[config.mk]
export PLATFORM = sky130hd
export DESIGN_NAME = load_store_unit
export DESIGN_NICKNAME = d
export VERILOG_FILES = /design/src/rtl/lsu_pkg.sv /design/src/rtl/lsu_lane_ext.sv /design/src/rtl/load_store_unit.sv
export SDC_FILE = /design/constraint.sdc
export NUM_CORES = 1
export LEC_CHECK = 0
export CORE_ASPECT_RATIO = 0.75
export CORE_MARGIN = 5
export CORE_UTILIZATION = 41
export CTS_CLUSTER_DIAMETER = 50
export DETAILED_ROUTE_END_ITERATION = 12
export GPL_TIMING_DRIVEN = 0
export PLACE_DENSITY = 0.88
export SETUP_SLACK_MARGIN = 0.2
export SLEW_MARGIN = 30
export SYNTH_ARGS = -nofsm -noshare
export SYNTH_HDL_FRONTEND = slang
export SYNTH_SLANG_ARGS = --single-unit
[constraint.sdc]
create_clock -name clk -period 5.7 [get_ports clk]
set_clock_uncertainty 0.05 [all_clocks]
set_input_delay 0.855 -clock clk [delete_from_list [all_inputs] [get_ports clk]]
set_output_delay 0.855 -clock clk [all_outputs]
set_load 0.02 [all_outputs]
[src/rtl/lsu_pkg.sv]
// Shared encodings for the rvseed load/store unit: access sizes, FSM states
// and the word-alignment mask.
package lsu_pkg;

    localparam logic [1:0] SIZE_B = 2'b00;
    localparam logic [1:0] SIZE_H = 2'b01;
    localparam logic [1:0] SIZE_W = 2'b10;

    // Byte-offset bits of an address; cleared to form the word address.
    localparam logic [1:0] WORD_OFF_MASK = 2'b11;

    typedef enum logic [2:0] {
        ST_IDLE  = 3'd0,
        ST_LOAD  = 3'd1,
        ST_MERGE = 3'd2,
        ST_STORE = 3'd3,
        ST_RESP  = 3'd4
    } lsu_state_e;

    // Encoding 2'b11 is treated as a word access, so only bit 1 matters.
    function automatic logic is_word(input logic [1:0] size);
        return size[1];
    endfunction

endpackage

[src/rtl/lsu_lane_ext.sv]
// Load lane extraction: selects the byte/half lane of a memory word and
// sign- or zero-extends it to 32 bits.
module lsu_lane_ext
    import lsu_pkg::*;
(
    input  logic [31:0] i_word,
    input  logic [1:0]  i_offset,
    input  logic [1:0]  i_size,
    input  logic        i_unsigned,
    output logic [31:0] o_data
);

    logic [7:0]  w_byte;
    logic [15:0] w_half;

    always_comb begin
        w_byte = i_word[{i_offset, 3'b000} +: 8];
        w_half = i_word[{i_offset[1], 4'b0000} +: 16];
        if (is_word(i_size)) begin
            o_data = i_word;
        end else if (i_size == SIZE_H) begin
            o_data = {{16{w_half[15] & ~i_unsigned}}, w_half};
        end else begin
            o_data = {{24{w_byte[7] & ~i_unsigned}}, w_byte};
        end
    end

endmodule

[src/rtl/load_store_unit.sv]
// rvseed load/store unit: byte/half/word accesses to a word-organised memory,
// sub-word stores as read-modify-write. Optional macro: LSU_MISALIGN_TRAP_EN.
module load_store_unit
    import lsu_pkg::*;
#(
    parameter int ADDR_WIDTH = 32,
    parameter int DATA_WIDTH = 32
) (
    input  logic                  clk,
    input  logic                  rst_n,
    input  logic                  req_valid,
    output logic                  req_ready,
    input  logic                  req_we,
    input  logic [1:0]            req_size,
    input  logic                  req_unsigned,
    input  logic [ADDR_WIDTH-1:0] req_addr,
    input  logic [DATA_WIDTH-1:0] req_wdata,
    output logic                  rsp_valid,
    output logic [DATA_WIDTH-1:0] rsp_rdata,
    output logic                  rsp_misalign,
    output logic                  mem_wen,
    output logic [ADDR_WIDTH-1:0] mem_waddr,
    output logic [DATA_WIDTH-1:0] mem_wdata,
    output logic                  mem_ren,
    output logic [ADDR_WIDTH-1:0] mem_raddr,
    input  logic [DATA_WIDTH-1:0] mem_rdata
);

    lsu_state_e            r_state;
    lsu_state_e            w_next_state;

    logic [1:0]            r_size;
    logic                  r_unsigned;
    logic [ADDR_WIDTH-1:0] r_addr;
    logic [DATA_WIDTH-1:0] r_wdata;
    logic [DATA_WIDTH-1:0] r_merge;
    logic [DATA_WIDTH-1:0] r_rdata;

    logic                  w_accept;
    logic                  w_misalign;
    logic [ADDR_WIDTH-1:0] w_word_addr;
    logic [DATA_WIDTH-1:0] w_load_data;
    logic [DATA_WIDTH-1:0] w_merged;

    assign w_accept    = (r_state == ST_IDLE) && req_valid;
    assign w_word_addr = r_addr & ~ADDR_WIDTH'(WORD_OFF_MASK);

`ifdef LSU_MISALIGN_TRAP_EN
    logic r_misalign;

    assign w_misalign   = ((req_size == SIZE_H) && req_addr[0])
                        || (is_word(req_size) && (req_addr[1:0] != 2'b00));
    assign rsp_misalign = r_misalign;

    always_ff @(posedge clk) begin
        if (!rst_n) begin
            r_misalign <= 1'b0;
        end else if (w_accept) begin
            r_misalign <= w_misalign;
        end
    end
`else
    assign w_misalign   = 1'b0;
    assign rsp_misalign = 1'b0;
`endif

    // NOTE: request fields are only consumed after a state that latched them,
    // so they carry no reset; only state and response/merge registers do.
    always_ff @(posedge clk) begin
        if (w_accept) begin
            r_size     <= req_size;
            r_unsigned <= req_unsigned;
            r_addr     <= req_addr;
            r_wdata    <= req_wdata;
        end
    end

    always_ff @(posedge clk) begin
        if (!rst_n) begin
            r_state <= ST_IDLE;
            r_rdata <= '0;
            r_merge <= '0;
        end else begin
            r_state <= w_next_state;
            if (w_accept) begin
                r_rdata <= '0;
            end else if (r_state == ST_LOAD) begin
                r_rdata <= w_load_data;
            end
            if (r_state == ST_MERGE) begin
                r_merge <= w_merged;
            end
        end
    end

    lsu_lane_ext u_lane_ext (
        .i_word     (mem_rdata),
        .i_offset   (r_addr[1:0]),
        .i_size     (r_size),
        .i_unsigned (r_unsigned),
        .o_data     (w_load_data)
    );

    always_comb begin
        w_merged = mem_rdata;
        if (r_size == SIZE_B) begin
            w_merged[{r_addr[1:0], 3'b000} +: 8] = r_wdata[7:0];
        end else begin
            w_merged[{r_addr[1], 4'b0000} +: 16] = r_wdata[15:0];
        end
    end

    // NOTE: every output gets a default before the case so no latch is inferred;
    // enables are gated with rst_n so nothing reaches memory during reset.
    always_comb begin
        w_next_state = r_state;
        req_ready    = 1'b0;
        rsp_valid    = 1'b0;
        mem_ren      = 1'b0;
        mem_wen      = 1'b0;
        mem_raddr    = '0;
        mem_waddr    = '0;
        mem_wdata    = '0;
        case (r_state)
            ST_IDLE: begin
                req_ready = rst_n;
                if (req_valid) begin
                    if (w_misalign) begin
                        w_next_state = ST_RESP;
                    end else if (!req_we) begin
                        w_next_state = ST_LOAD;
                    end else if (is_word(req_size)) begin
                        w_next_state = ST_STORE;
                    end else begin
                        w_next_state = ST_MERGE;
                    end
                end
            end
            ST_LOAD: begin
                mem_ren      = rst_n;
                mem_raddr    = w_word_addr;
                w_next_state = ST_RESP;
            end
            ST_MERGE: begin
                mem_ren      = rst_n;
                mem_raddr    = w_word_addr;
                w_next_state = ST_STORE;
            end
            ST_STORE: begin
                mem_wen      = rst_n;
                mem_waddr    = w_word_addr;
                mem_wdata    = is_word(r_size) ? r_wdata : r_merge;
                w_next_state = ST_RESP;
            end
            ST_RESP: begin
                rsp_valid    = rst_n;
                w_next_state = ST_IDLE;
            end
            default: begin
                w_next_state = ST_IDLE;
            end
        endcase
    end

    assign rsp_rdata = r_rdata;

endmodule

==> summary.md <==
| Metric | Value |
|---|---|
| Outcome | `complete, no violations` |
| Hold Vio Cnt, Final | `0` |
| Register area | `3353 um^2` |
| CTS max path bufs | `2` |
| Overflow after GRT | `0` |
| Post-synthesis sequential area ratio | `51.61%` |
| Drt pass-1 iters | `6` |
| Cells after DPL | `1070` |
| Top-area cell type share of the netlist area | `30.96%` |
| DP HPWL | `17260 um` |
| Internal power | `0.001948 W` |
| Max stage delay cell, worst path | `clkdlybuf4s50_1` |
| Row count | `39` |
| P_leak | `3.634 nW` |
| Area growth from synthesis to layout | `49.01%` |
| Final setup TNS | `0 ps` |
| Data arrival, critical path | `2650 ps` |
| Tmin final | `3559 ps` |
| DRC Markers | `0` |
| Pin slew with the least headroom to its limit | `766.6 ps` |
| RSZ-0062 raised after global routing | `false` |
| CP required | `4800 ps` |
| Maximum clock rate | `281.0 MHz` |
| Die Wd | `155.4 um` |
| Clock sinks | `134` |
| Final Wtd Congestion | `0.9456` |
| Yosys top cell by area | `edfxtp_1` |
| Worst-skew pair later-pin latency | `430 ps` |
| Asr flop ratio synth | `0%` |
| Mean area per synthesized cell | `10.41 um^2` |
| Met3 WL post-DR | `2811 um` |
| Count of cell types in the netlist | `56` |
| Cell chosen for the clock root | `clkbuf_16` |
| Psw | `0.0007298 W` |
| Dominant synthesized flop cell | `edfxtp_1` |
| Number of routed nets with antenna violations | `0` |
| Synth warnings | `0` |
| IO Count | `236` |
| Drt wl/cell | `20.55 um` |
| Slew Viols, Final | `0` |
| Post-synth EDFFs | `67` |
| Pwr Total | `0.002678 W` |
| Pre-CTS setup slack | `2223 ps` |
| Hold-fix buffer count after cts | `0` |
| Pin count of the biggest net entering global routing | `17` |
| Period utilization | `62.43%` |
| Worst stage delay on the critical path | `630 ps` |
| Final wirelength | `22650 um` |
| Power per cell area | `276.6 nW/um^2` |
| Post_cts resized | `0` |
| CTS tree | `done` |
| Share of layout cells above drive strength 1 | `12.39%` |
| Met1 wire length | `9154 um` |
| Comb pwr share | `19.3%` |
| DR vias/cell | `5.496` |
| Peak VDD IR | `0.1964 mV` |
| Max layer used | `met5` |
| Final core occ | `62.99%` |
| Synthesized area | `6497 um^2` |
| Clock-pin slew of the registers on the worst-case setup and hold paths | `60 ps` |
| Clock network fraction of total power | `38.3%` |
| Setup bufs post-CTS | `0` |
| Slew HR | `48.89%` |
| Total number of vias | `6057` |
| Critical Path Source Type | `flip-flop` |
| Crit Path Max Fanout | `10` |
| H-tree depth | `4` |
| Max cap viols | `0` |
| GRT Overall Usage | `23.77%` |
| Final WS setup | `2141 ps` |
| Die area | `18490 um^2` |
| Critical Setup Path Class | `flip-flop to primary output` |
| Non-Filler Instances | `1102` |
| Sequential Power Share | `42.4%` |
| Die height | `119.0 um` |
| First-pass GRT wire length | `33910 um` |
| Initial Util | `42.27%` |
| Vias in the first global route | `5852` |
| Fillers | `1255` |
| Num CTS Buffers | `17` |
| Placeable core area | `15370 um^2` |
| Routed wl met2 | `10310 um` |
| Ranking of synthesized cells by area | `edfxtp_1, dfxtp_1, mux2i_1` |
| First DRT Iteration DRCs | `431` |
| Antenna violations before repair | `4` |
| Final nets | `992` |
| Switching Share | `27.25%` |
| Port Buffers | `230` |
| Yosys reg bits | `134` |
| Crit end category | `primary output` |
| Final setup violation count | `0` |
| Multi-input gate area | `2864 um^2` |
| Syn Inst Count | `624` |
| Cell Chain, Critical Path | `buf_2 > clkbuf_1 > mux2i_1 > nor2_1 > clkdlybuf4s50_1` |
| HP Class | `flip-flop to flip-flop` |
-- synth_stat cells, types with 14 or more instances --
library cell  number
nand2_1           57
a221oi_1          18
a22oi_1           16
and2_1            33
dfxtp_1           67
o21ai_0           59
clkbuf_1          14
a21oi_1           36
and3_1            32
mux2i_1           34
nor2_1            43
mux2_2            24
edfxtp_1          67
buf_2             21
-- state kept, by name, indices dropped and copies added, names as in the netlist --
name / count
r_merge: 32
r_wdata: 32
r_state: 3
r_unsigned: 1
r_addr: 32
rsp_rdata: 32
r_size: 2
-- final timing paths --
kind                    start       endpoint  slack (ps)  cells after the start
setup / recovery    r_size[1]  mem_wdata[29]        2140                      5
hold / removal    r_merge[30]    r_merge[30]         410                      2
setup reg to reg    r_addr[0]    r_merge[13]        3280                      6
hold reg to reg   r_merge[30]    r_merge[30]         410                      2
-- placed cells by master (no fill, tap or decap), drive strengths merged, types with 2 or more instances in the layout --
cell           synthesis  routed
a211oi                 2       2
nand2b                 3       3
ha                     5       5
a21oi                 38      38
nor4b                  2       2
nor3b                  2       2
buf                   35      42
nor3                   5       5
clkdlybuf4s50          0     230
nand3b                 8       8
a32oi                  4       4
nor2                  44      44
edfxtp                67      67
mux2                  24      24
o211ai                 8       8
nor4                   4       4
conb                   1       5
a31o                   3       3
inv                    6       7
o21ai                 72      72
and3                  32      32
a31oi                  2       2
and2b                  2       2
nand2                 57      57
clkinv                 1       7
dfxtp                 67      67
a22oi                 16      16
and2                  33      33
a221oi                19      19
clkbuf                17      39
mux2i                 35      35
-- cell type report --
type / count / area share, %
diodes: 1 / 0.02585
clock inverters: 9 / 0.8012
plain buffers: 52 / 2.869
repair buffers: 237 / 24.36
inverters: 7 / 0.2714
multi-input cells: 435 / 29.58
well taps: 205 / 2.649
clock buffers: 22 / 4.807
flip-flops and latches: 134 / 34.63
-- per-layer routing --
layer	track usage [%]	up-vias
met5	0	-
met2	37.14	357
met1	29.97	2835
li1	-	2818
met4	5.850	6
met3	11.17	41
-- per-stage QoR --
stage,area [um^2],hold WS (ps)
2_1_floorplan,6521,374.4
3_3_place_gp,9080,391.7
3_5_place_dp,9136,400.0
4_1_cts,9679,409.9
5_1_grt,9679,429.3
6_report,9682,406.8
-- kinds of logic after synthesis --
| kind of cell | after synthesis | share of synthesized area [%] |
|---|---|---|
| AND/OR/NAND/NOR | 197 | 16.70 |
| AO/OA/AOI/OAI | 168 | 16.25 |
| flip-flops | 134 | 51.61 |
| multiplexers | 59 | 9.609 |
| buffers and inverters | 59 | 4.679 |
| adder cells (fa/ha/maj) | 5 | 0.9628 |
| other | 1 | 0.05771 |
| XOR/XNOR | 1 | 0.1348 |
-- power by group through the flow --
stage | Clock [W] | Combinational, W | Sequential, W
2_1_floorplan | 0 | 0.000256 | 0.00115
3_3_place_gp | 0 | 0.000497 | 0.00116
3_5_place_dp | 0 | 0.000511 | 0.00115
4_1_cts | 0.00103 | 0.000514 | 0.00113
5_1_grt | 0.00108 | 0.000550 | 0.00114
6_report | 0.00103 | 0.000516 | 0.00114
-- worst max-delay path, delay by kind of cell (launching register included) --
family | cells | cell delay, ps
buffers and inverters | 3 | 1520
multiplexers | 1 | 160
flip-flops | 1 | 400
AND/OR/NAND/NOR | 1 | 160
Note: power is estimated with default switching activity, not from simulation.
